**src/rtl/perf_monitor.sv**
```systemverilog
// Pipeline performance monitor: counts RUN cycles, qualified stalls, flushes and
// retirements between a CPU start and either a stop request or an idle timeout.
module perf_monitor #(
    parameter int CNT_W      = 32,
    parameter int IDLE_LIMIT = 8
) (
    input  logic             clk_i,
    input  logic             rst_i,
    input  logic             start_i,
    input  logic             clear_i,
    input  logic             stall_i,
    input  logic             flush_i,
    input  logic             branch_i,
    input  logic             retire_i,
    output logic [CNT_W-1:0] cycle_cnt_o,
    output logic [CNT_W-1:0] stall_cnt_o,
    output logic [CNT_W-1:0] flush_cnt_o,
    output logic [CNT_W-1:0] retire_cnt_o,
    output logic [1:0]       state_o,
    output logic             running_o,
    output logic             done_o
);

    typedef enum logic [1:0] {
        S_IDLE = 2'b00,
        S_RUN  = 2'b01,
        S_DONE = 2'b10
    } state_t;

    // The idle counter reaching IDLE_LAST with another non-retiring cycle ends the run.
    localparam logic [7:0]       IDLE_LAST = 8'(IDLE_LIMIT - 1);
    localparam logic [CNT_W-1:0] CNT_MAX   = '1;

    state_t           state_q, state_d;
    logic [CNT_W-1:0] cycle_q, cycle_d;
    logic [CNT_W-1:0] stall_q, stall_d;
    logic [CNT_W-1:0] flush_q, flush_d;
    logic [CNT_W-1:0] retire_q, retire_d;
    logic [7:0]       idle_q, idle_d;
    logic             done_q, done_d;
    logic             running_q, running_d;

    function automatic logic [CNT_W-1:0] sat_inc(input logic [CNT_W-1:0] v, input logic en);
        return (en && (v != CNT_MAX)) ? v + 1'b1 : v;
    endfunction

    always_comb begin
        state_d  = state_q;
        cycle_d  = cycle_q;
        stall_d  = stall_q;
        flush_d  = flush_q;
        retire_d = retire_q;
        idle_d   = idle_q;
        done_d   = 1'b0;
        if (clear_i) begin
            state_d  = S_IDLE;
            cycle_d  = '0;
            stall_d  = '0;
            flush_d  = '0;
            retire_d = '0;
            idle_d   = '0;
        end else begin
            case (state_q)
                S_IDLE: begin
                    if (start_i) begin
                        state_d = S_RUN;
                        idle_d  = '0;
                    end
                end
                S_RUN: begin
                    cycle_d  = sat_inc(cycle_q, 1'b1);
                    stall_d  = sat_inc(stall_q, stall_i && !branch_i);
                    flush_d  = sat_inc(flush_q, flush_i);
                    retire_d = sat_inc(retire_q, retire_i);
                    idle_d   = retire_i ? 8'd0 : idle_q + 8'd1;
                    if ((!retire_i && (idle_q == IDLE_LAST)) || !start_i) begin
                        state_d = S_DONE;
                        done_d  = 1'b1;
                    end
                end
                S_DONE: begin
                    state_d = S_DONE;
                end
                default: begin
                    state_d = S_IDLE;
                end
            endcase
        end
        running_d = (state_d == S_RUN);
    end

    always_ff @(posedge clk_i) begin
        if (rst_i) begin
            state_q   <= S_IDLE;
            cycle_q   <= '0;
            stall_q   <= '0;
            flush_q   <= '0;
            retire_q  <= '0;
            idle_q    <= '0;
            done_q    <= 1'b0;
            running_q <= 1'b0;
        end else begin
            state_q   <= state_d;
            cycle_q   <= cycle_d;
            stall_q   <= stall_d;
            flush_q   <= flush_d;
            retire_q  <= retire_d;
            idle_q    <= idle_d;
            done_q    <= done_d;
            running_q <= running_d;
        end
    end

    assign cycle_cnt_o  = cycle_q;
    assign stall_cnt_o  = stall_q;
    assign flush_cnt_o  = flush_q;
    assign retire_cnt_o = retire_q;
    assign state_o      = state_q;
    assign running_o    = running_q;
    assign done_o       = done_q;

endmodule

```
**config.mk**
```make
export PLATFORM = sky130hd
export DESIGN_NAME = perf_monitor
export DESIGN_NICKNAME = d
export VERILOG_FILES = /design/src/rtl/perf_monitor.sv
export SDC_FILE = /design/constraint.sdc
export NUM_CORES = 1
export LEC_CHECK = 0
export ABC_CLOCK_PERIOD_IN_PS = 3210
export BUFFER_PORTS_ARGS = -buffer_cell sky130_fd_sc_hd__buf_2
export CELL_PAD_IN_SITES_DETAIL_PLACEMENT = 1
export CELL_PAD_IN_SITES_GLOBAL_PLACEMENT = 2
export CORE_ASPECT_RATIO = 0.7
export CORE_UTILIZATION = 32
export CTS_CLUSTER_SIZE = 12
export DETAILED_ROUTE_END_ITERATION = 12
export GPL_TIMING_DRIVEN = 0
export PLACE_DENSITY_LB_ADDON = 0.1
export SYNTH_ARGS = -nofsm -noshare
export SYNTH_HDL_FRONTEND = slang
export SYNTH_SLANG_ARGS = --single-unit
```
**constraint.sdc**
```tcl
create_clock -name clk_i -period 3.21 [get_ports clk_i]
set_input_delay 0.642 -clock clk_i [delete_from_list [all_inputs] [get_ports clk_i]]
set_output_delay 0.642 -clock clk_i [all_outputs]
set_load 0.02 [all_outputs]
```
==> summary.md <==
| Metric | Value |
|---|---|
| Outcome | `finished clean` |
| Register area share after synthesis | `0.3999` |
| Cell taking the most area after synthesis | `dfxtp_1` |
| DRT Pass-1 Iters | `5` |
| Routed Antenna Nets | `0` |
| Final setup skew | `approximately 12 ps` |
| Wirelength per Cell | `about 19 µm` |
| Post-Syn Instances | `870` |
| DP Area | `between 0.008 and 0.009 mm²` |
| Die height | `125.8 µm` |
| Net count of the mapped netlist | `roughly 880` |
| Final hold violation count | `0` |
| DR iter-0 viols | `between 300 and 400` |
| Post CTS Setup Buffer Count | `0` |
| Initial Util | `0.3324` |
| Pwr Total | `roughly 4.0 mW` |
| Crit path launch | `retire_cnt_o[0]` |
| Worst-path clk slew | `60 ps` |
| Dpl cells | `between 1000 and 1500` |
| Hold_sp | `idle_q[7]` |
| Share of cells above drive strength 1 | `0.1844` |
| Worst skew pair latency | `roughly 430 ps` |
| Worst-Margin Slew | `around 950 ps` |
| Yosys reg bits | `140` |
| Period minus WS final | `2934 ps` |
| Synthesized area | `between 0.007 and 0.008 mm²` |
| Most frequent cells in the layout | `144 x buf_2, 140 x dfxtp_1, 95 x nand2_1, 80 x a21oi_1, 59 x or3_1` |
| Asr flop ratio synth | `0` |
| Maximum Capacitance Violations | `0` |
| Crit path launch type | `register` |
| GP Congestion | `0.8062` |
| Top post-synthesis cells by area | `dfxtp_1 40%, a21oi_1 5.7%, or3_1 5.3%` |
| Num rows | `44` |
| CTS Buf Count | `17` |
| H-tree depth | `4` |
| Antenna violations before repair | `0` |
| Cell Pwr Density | `459.2 mW/mm²` |
| All-Layer GR Usage | `0.2240` |
| Drt via density | `approximately 5.6` |
| Largest net degree at the start of global routing | `17` |
| Crit path required time | `~3600 ps` |
| Hold_ws | `about 490 ps` |
| Post-synth EDFFs | `0` |
| Most used DFF post-synth | `dfxtp_1` |
| Leakage | `slightly above 3 nW` |
| CP Class | `register to register` |
| Reg power frac | `0.437` |
| Fin cells | `about 1300` |
| CORE AREA | `roughly 0.021 mm²` |
| Detail Placement HPWL | `roughly 18000 µm` |
| Slew HR | `0.3624` |
| Area growth, synth to finish | `23.92%` |
| Crit Path Max Fanout | `10` |
| Global-route wire length before repair | `39070 µm` |
| Slew Viols, Final | `0` |
| Die area | `~0.023 mm²` |
| Worst Path Arrival | `3280 ps` |
| Die span in x | `about 180 µm` |
| CTS tree | `built` |
| R2R depth | `9` |
| R2r startpoint | `retire_cnt_o[0]` |
| Peak VDD IR | `around 0.35 mV` |
| Via count | `approximately 7400` |
| Clock power frac | `0.536` |
| Final Cycle Share | `0.9141` |
| Drt drc | `0` |
| Root buf cell | `clkbuf_16` |
| Unique masters post-synth | `52` |
| Setup-failing EPs final | `0` |
| Gr ovfl total | `0` |
| Sw Share | `0.2229` |
| Worst hold stages | `1` |
| Commonest non-fill, non-tap cell in the layout | `buf_2` |
| Vias in the first global route | `6785` |
| # nets final | `around 1000` |
| Worst hold path class | `register to register` |
| Logic pwr share | `0.028` |
| Clock buffer depth | `2` |
| Final wirelength | `around 25000 µm` |
| Final instance area | `slightly below 0.009 mm²` |
| FMAX | `approximately 340 MHz` |
| Crit. End Element | `register` |
| Ports | `140` |
| Psw | `0.8888 mW` |
| Mapped Avg Cell Area | `approximately 8.1 µm²` |
| Clk sink count | `between 100 and 150` |
| YS warnings | `0` |
| Number of diodes | `0` |
| Int Power | `around 3.1 mW` |
| Unrepaired setup endpoints after global routing | `true` |
| Yosys top cell area share | `0.3999` |
| IO buf count | `about 140` |
area by class of cell:
type	instances	area, µm²
Sequential cell	140	2803
Clock buffer	20	456.7
Fill cell	2604	12400
Inverter	17	63.81
Multi-Input combinational cell	664	3959
Timing Repair Buffer	139	695.7
Tap cell	276	345.3
Clock inverter	12	168.9
Buffer	49	192.7
per-layer routing:
metal,up-vias,track usage,wire length [µm]
met5,-,0,0
met4,0,0.04187,166
met3,11,0.04529,1091
met2,142,0.3062,10030
met1,3619,0.3541,13660
li1,3603,-,-
logic make-up (layout without fill, tap and decap cells):
family / after synthesis / in the layout / share of synthesized area
compound gates: 219 / 219 / 0.1907
xor+xnor: 19 / 19 / 0.02375
fa+ha+maj: 5 / 5 / 0.008927
buf+inv: 66 / 237 / 0.03642
flops: 140 / 140 / 0.3999
mux: 16 / 16 / 0.02285
simple gates: 405 / 405 / 0.3174
state kept, by name (all words and copies together), names as in the netlist:
name and cells:
running_o 1, idle_q 8, cycle_cnt_o 32, flush_cnt_o 32, stall_cnt_o 32, state_o 2
retire_cnt_o 32, done_o 1
synth_stat cells (5+ instances only):
cell	instances
xor2_1	5
dfxtp_1	140
a31oi_1	10
a31o_2	7
ha_1	5
or3_1	59
a211oi_1	7
nor4_1	16
nand4_1	36
mux2i_1	16
nand3_1	45
o21ai_0	53
inv_1	17
nand2_1	95
o31ai_1	24
a21oi_1	80
xnor2_1	14
and3_1	11
clkbuf_1	43
nor3_1	10
and2_1	7
or4_1	30
buf_2	5
a2111oi_0	5
and4_1	18
o211ai_1	10
nor2_1	54
critical path: stages (launching register included):
cell      delay (ps)
dfxtp_1          410
ha_1             230
nand4_1          220
or3_1            360
clkbuf_1         190
nor4b_4          560
buf_2            340
buf_2            270
o21ai_0          140
a21oi_1          130
path summary, 6_finish.rpt:
kind | endpoint | slack (ps)
hold / removal | idle_q[7] | 490
setup / recovery | retire_cnt_o[7] | 280
setup reg to reg | retire_cnt_o[7] | 280
hold reg to reg | idle_q[7] | 490
through the flow:
stage	setup TNS, ps	setup slack [ps]	utilization
2_1_floorplan	0	742.0	-
3_3_place_gp	0	14.15	0.3817
3_5_place_dp	0	51.90	0.3817
4_1_cts	0	25.76	0.4114
5_1_grt	-5.973	-5.973	0.4119
6_report	0	275.7	0.4119
power by group through the flow:
| stage | registers [mW] | clock network [mW] | logic [mW] |
|---|---|---|---|
| floorplan | 1.78 | 0 | 0.0572 |
| global placement | 1.78 | 0 | 0.112 |
| detailed placement | 1.78 | 0 | 0.112 |
| CTS | 1.74 | 2.17 | 0.113 |
| global route | 1.74 | 2.25 | 0.122 |
| finish | 1.74 | 2.14 | 0.110 |
timing repair:
action / CTS / global route
hold endpoints to repair: 0 / 0
hold buffers: 0 / 0
gates resized for setup: 0 / 3
endpoints found under the setup margin: 0 / 20
(Power assumes the default switching activity.)
